$ cat src/rtl/alu_defs.v
// Shared encodings for the accumulator controller: command opcodes and FSM states.
`ifndef ALU_DEFS_V
`define ALU_DEFS_V

`define OP_LOAD 2'b00
`define OP_ADD  2'b01
`define OP_SUB  2'b10
`define OP_CLR  2'b11

`define ST_IDLE 2'd0
`define ST_EXEC 2'd1
`define ST_RESP 2'd2

`endif

$ cat src/rtl/accum_ctrl_pkg.sv
// Typed views of the shared opcode and state encodings.
package accum_ctrl_pkg;

`include "alu_defs.v"

    typedef enum logic [1:0] {
        OP_LOAD = `OP_LOAD,
        OP_ADD  = `OP_ADD,
        OP_SUB  = `OP_SUB,
        OP_CLR  = `OP_CLR
    } op_t;

    typedef enum logic [1:0] {
        S_IDLE = `ST_IDLE,
        S_EXEC = `ST_EXEC,
        S_RESP = `ST_RESP
    } state_t;

endpackage

$ cat src/rtl/accum_ctrl_add_sub.sv
// Add/subtract stage: subtraction adds the W-bit two's complement of y, so y=0 gives no carry.
module add_sub #(
    parameter int W = 4
) (
    input  logic [W-1:0] x,
    input  logic [W-1:0] y,
    input  logic         add_sub,
    output logic [W-1:0] s,
    output logic         cout
);

    logic [W-1:0] y_eff;

    assign y_eff      = add_sub ? (~y + W'(1)) : y;
    assign {cout, s}  = {1'b0, x} + {1'b0, y_eff};

endmodule

$ cat src/rtl/accum_ctrl.sv
// Accumulator controller: one command per IDLE/EXEC/RESP pass with valid/ready on both sides.
module accum_ctrl
    import accum_ctrl_pkg::*;
#(
    parameter int W = 4
) (
    input  logic         clk,
    input  logic         rst_n,
    input  logic         in_valid,
    output logic         in_ready,
    input  logic [1:0]   in_op,
    input  logic [W-1:0] in_data,
    output logic         out_valid,
    input  logic         out_ready,
    output logic [W-1:0] acc,
    output logic         flag_c,
    output logic         flag_z,
    output logic         flag_v
);

    state_t       state_reg, state_next;
    op_t          op_reg;
    logic [W-1:0] data_reg;
    logic [W-1:0] acc_reg, acc_next;
    logic         c_reg, c_next;
    logic         z_reg, z_next;
    logic         v_reg, v_next;
    logic [W-1:0] sum;
    logic         cout;
    logic         sub_sel;

    assign sub_sel = (op_reg == OP_SUB);

    add_sub #(.W(W)) u_add_sub (
        .x       (acc_reg),
        .y       (data_reg),
        .add_sub (sub_sel),
        .s       (sum),
        .cout    (cout)
    );

    always_comb begin
        state_next = state_reg;
        acc_next   = acc_reg;
        c_next     = c_reg;
        z_next     = z_reg;
        v_next     = v_reg;
        case (state_reg)
            S_IDLE: begin
                if (in_valid) state_next = S_EXEC;
            end
            S_EXEC: begin
                state_next = S_RESP;
                case (op_reg)
                    OP_LOAD: begin
                        acc_next = data_reg;
                        c_next   = 1'b0;
                        v_next   = 1'b0;
                        z_next   = (data_reg == '0);
                    end
                    OP_ADD: begin
                        acc_next = sum;
                        c_next   = cout;
                        z_next   = (sum == '0);
                        v_next   = (acc_reg[W-1] == data_reg[W-1]) && (sum[W-1] != acc_reg[W-1]);
                    end
                    OP_SUB: begin
                        acc_next = sum;
                        c_next   = cout;
                        z_next   = (sum == '0);
                        v_next   = (acc_reg[W-1] != data_reg[W-1]) && (sum[W-1] != acc_reg[W-1]);
                    end
                    default: begin
                        acc_next = '0;
                        c_next   = 1'b0;
                        v_next   = 1'b0;
                        z_next   = 1'b1;
                    end
                endcase
            end
            S_RESP: begin
                if (out_ready) state_next = S_IDLE;
            end
            default: state_next = S_IDLE;
        endcase
    end

    always_ff @(posedge clk or negedge rst_n) begin
        if (!rst_n) begin
            state_reg <= S_IDLE;
            op_reg    <= OP_LOAD;
            data_reg  <= '0;
            acc_reg   <= '0;
            c_reg     <= 1'b0;
            z_reg     <= 1'b0;
            v_reg     <= 1'b0;
        end else begin
            state_reg <= state_next;
            acc_reg   <= acc_next;
            c_reg     <= c_next;
            z_reg     <= z_next;
            v_reg     <= v_next;
            if (state_reg == S_IDLE && in_valid) begin
                op_reg   <= op_t'(in_op);
                data_reg <= in_data;
            end
        end
    end

    assign in_ready  = (state_reg == S_IDLE);
    assign out_valid = (state_reg == S_RESP);
    assign acc       = acc_reg;
    assign flag_c    = c_reg;
    assign flag_z    = z_reg;
    assign flag_v    = v_reg;

endmodule

$ cat config.mk
export PLATFORM = sky130hd
export DESIGN_NAME = accum_ctrl
export DESIGN_NICKNAME = d
export VERILOG_FILES = /design/src/rtl/accum_ctrl_pkg.sv /design/src/rtl/accum_ctrl_add_sub.sv /design/src/rtl/accum_ctrl.sv
export VERILOG_INCLUDE_DIRS = /design/src /design/src/rtl
export SDC_FILE = /design/constraint.sdc
export NUM_CORES = 1
export LEC_CHECK = 0
export CORE_MARGIN = 1.5
export CORE_UTILIZATION = 30
export CTS_CLUSTER_SIZE = 28
export DETAILED_ROUTE_END_ITERATION = 10
export GPL_TIMING_DRIVEN = 0
export MAX_ROUTING_LAYER = met4
export SETUP_SLACK_MARGIN = 0.5
export SLEW_MARGIN = 20
export SYNTH_ARGS = -nofsm -noshare
export SYNTH_HDL_FRONTEND = slang
export SYNTH_HIERARCHICAL = 1
export SYNTH_SLANG_ARGS = --single-unit
$ cat constraint.sdc
create_clock -name clk -period 7.04 [get_ports clk]
set_clock_uncertainty 0.15 [all_clocks]
set_input_delay 1.76 -clock clk [delete_from_list [all_inputs] [get_ports clk]]
set_output_delay 1.76 -clock clk [all_outputs]
set_load 0.05 [all_outputs]
==> summary.md <==
| Metric | Value |
|---|---|
| Run status | `complete, but fails checks` |
| Failing checks | `design-rule violations` |
| Register bit total from synthesis | `15` |
| Synthesis Warnings | `6` |
| CTS buffer count | `3` |
| Drt drc | `3` |
| Clk sinks | `15` |
| Main combinational cell family by area after synthesis | `adder cells` |
| Synth Area in Adders | `0.145` |
| Fill cells | `288` |
| Vias | `698` |
| TNS Setup | `0 ps` |
| Vias in the first global route | `651` |
| Max clock buf depth | `2` |
| Synthesized area | `915 um2` |
| RSZ-0062 raised after global routing | `no` |
| Metal2 WL | `810 um` |
| Proportion of synthesized area in mux cells | `0.0862` |
| Remaining global-route overflow | `0` |
| F_max | `0.280 GHz` |
| Slew Viols, Final | `0` |
| Cell taking the most area after synthesis | `dfrtp_1` |
| Arr. time, crit path | `1660 ps` |
| Endpoints failing hold | `0` |
| Tmin final | `3570 ps` |
| Max incr delay on CP | `790 ps` |
| Period utilization | `0.508` |
| CTS clk-pin slew, worst paths | `80 ps` |
| Detailed Route WL | `1690 um` |
| Worst Tran Pin Value | `681 ps` |
| Compound-cell area share of the yosys netlist | `0.122` |
| # port buffers | `18` |
| Die extent in x | `58.2 um` |
| Synth Instances | `92` |
| Wirelength per Cell | `11.7 um` |
| Max_cap viols | `0` |
| Register area share after synthesis | `0.410` |
| Floorplan core area | `0.00283 mm2` |
| Drt pass-1 iters | `9` |
| Worst Hold Class | `flop to flop` |
| Area taken by multi-input logic gates | `487 um2` |
| Crit path max-delay family | `buffers and inverters` |
| R2R depth | `11` |
| Layout Nets | `135` |
| Initial antenna violation count | `0` |
| TritonCTS clock tree | `done` |
| Die area | `0.00339 mm2` |
| Worst Setup Start Kind | `flop` |
| Critical Path Stages | `3` |
| Area Growth Syn to Fin | `26.8%` |
| Synth area leaders | `dfrtp_1 41%, ha_1 12%, mux2_1 7.4%, a22oi_1 4.1%, inv_1 4.1%` |
| Clk_lat worst skew | `270 ps` |
| Count of cell types in the netlist | `25` |
| PostCTS Resize Cnt | `0` |
| Setup bufs post-CTS | `0` |
| HPWL after DPL | `1340 um` |
| Yosys top cell area share | `0.410` |
| Die H | `58.2 um` |
| Top sig layer | `met4` |
| Cell-by-cell trace of the critical path | `nand2b_1 > inv_1 > clkdlybuf4s50_1` |
| Slowest library cell on the worst path | `clkdlybuf4s50_1` |
| H-tree Lvls | `1` |
| Effective utilization at floorplan | `0.323` |
| Post-synthesis simple-gate area fraction | `0.131` |
| WL met1 | `772 um` |
| Seq. cell area | `375 um2` |
| Syn Area/Cell | `9.94 um2` |
| Vias per cell | `4.81` |
| Share of layout cells above drive strength 1 | `0.0526` |
| Rows | `19` |
| Largest net degree at the start of global routing | `16` |
| Synth Net Count | `112` |
| Crit-path max FO | `3` |
| Detail Route Antenna Nets | `0` |
| DR iter-0 viols | `27` |
| WP buf/inv | `2` |
| Boundary pin count | `19` |
| Met3 WL | `91 um` |
| XOR/XNOR Fraction of Synth Area | `0.0479` |
| Total GRT Usage | `0.116` |
| Setup Viol. Count Final | `0` |
| WHS Path Cells | `2` |
| CTS Hold Bufs | `0` |
| Global-route wire length before repair | `2880 um` |
| Critical path class | `flop to primary output` |
| Root Buffer | `clkbuf_4` |
| Antenna cells | `0` |
| CP endpoint kind | `primary output` |
| Worst path required time | `5130 ps` |
| GP Congestion | `0.821` |
| Slew margin rel. | `0.545` |
| Commonest non-fill, non-tap cell in the layout | `clkdlybuf4s50_1` |
| Most frequent cells in the layout | `18 x clkdlybuf4s50_1, 15 x dfrtp_1, 10 x inv_1` |
logic make-up (layout without fill, tap and decap cells):
kind of cell	Yosys count	after routing
muxes	7	7
xor gates and xnor gates	5	5
DFF	15	15
adders and majority gates	10	10
AOI/OAI and AO/OA	18	18
and+or+nand+nor	24	24
buffers and inverters	13	35
stage by stage:
step                area, um2  setup WS (ps)  utilization  cells  hold WS [ps]
finish                   1160           3470        0.410    145           334
global route             1160           3410        0.410    145           403
CTS                      1160           3440        0.410    145           343
detailed placement       1130           3760        0.401    141           324
global placement         1130           3770        0.401    141           321
floorplan                 915           4080            -     92           338
path summary, 6_finish.rpt:
path / end / start / slack [ps]
min in group asynchronous: acc[2]$_DFFE_PN0N_ / rst_n / 1740
min reg2reg: flag_c$_DFFE_PN0N_ / flag_c$_DFFE_PN0N_ / 330
min: flag_c$_DFFE_PN0N_ / flag_c$_DFFE_PN0N_ / 330
max: out_valid / state_reg[0]$_DFFE_PN0P_ / 3470
max in group asynchronous: op_reg[1]$_DFFE_PN0P_ / rst_n / 4570
max reg2reg: flag_v$_DFFE_PN0N_ / op_reg[0]$_DFFE_PN0P_ / 4500
cell usage after synthesis:
library cell / count
o21ai_0: 2
o31ai_2: 1
nand3_1: 1
or2_1: 1
a31oi_1: 1
xor2_1: 1
buf_4: 1
nor2_1: 4
xnor2_1: 4
nor2b_1: 1
nand2b_1: 4
a22oi_1: 5
and2_1: 1
ha_1: 9
nand2_1: 9
dfrtp_1: 15
o21ai_1: 7
fa_1: 1
mux2_2: 1
nand3b_1: 2
inv_1: 10
mux2_1: 6
clkbuf_1: 2
nor3b_1: 1
a21oi_1: 2
cell type report:
cell class,instances,share of cell area
multi-input combinational,64,0.420
sequential,15,0.324
timing repair buffer,18,0.155
tap,31,0.0334
inverter,10,0.0324
clock buffer,4,0.0227
buffer,3,0.0129
worst min-delay path, cell delays in order (launching register included):
cell and delay [ps]:
dfrtp_1 350, nand2_1 50, o21ai_1 60
per-layer routing:
layer	GRT usage	vias to the layer above
li1	-	349
met4	0.0399	0
met5	-	-
met3	0.0469	2
met1	0.132	332
met2	0.185	15
Power is not shown: default switching activity piles up to over one toggle a cycle in this logic, so the estimate is an artifact.
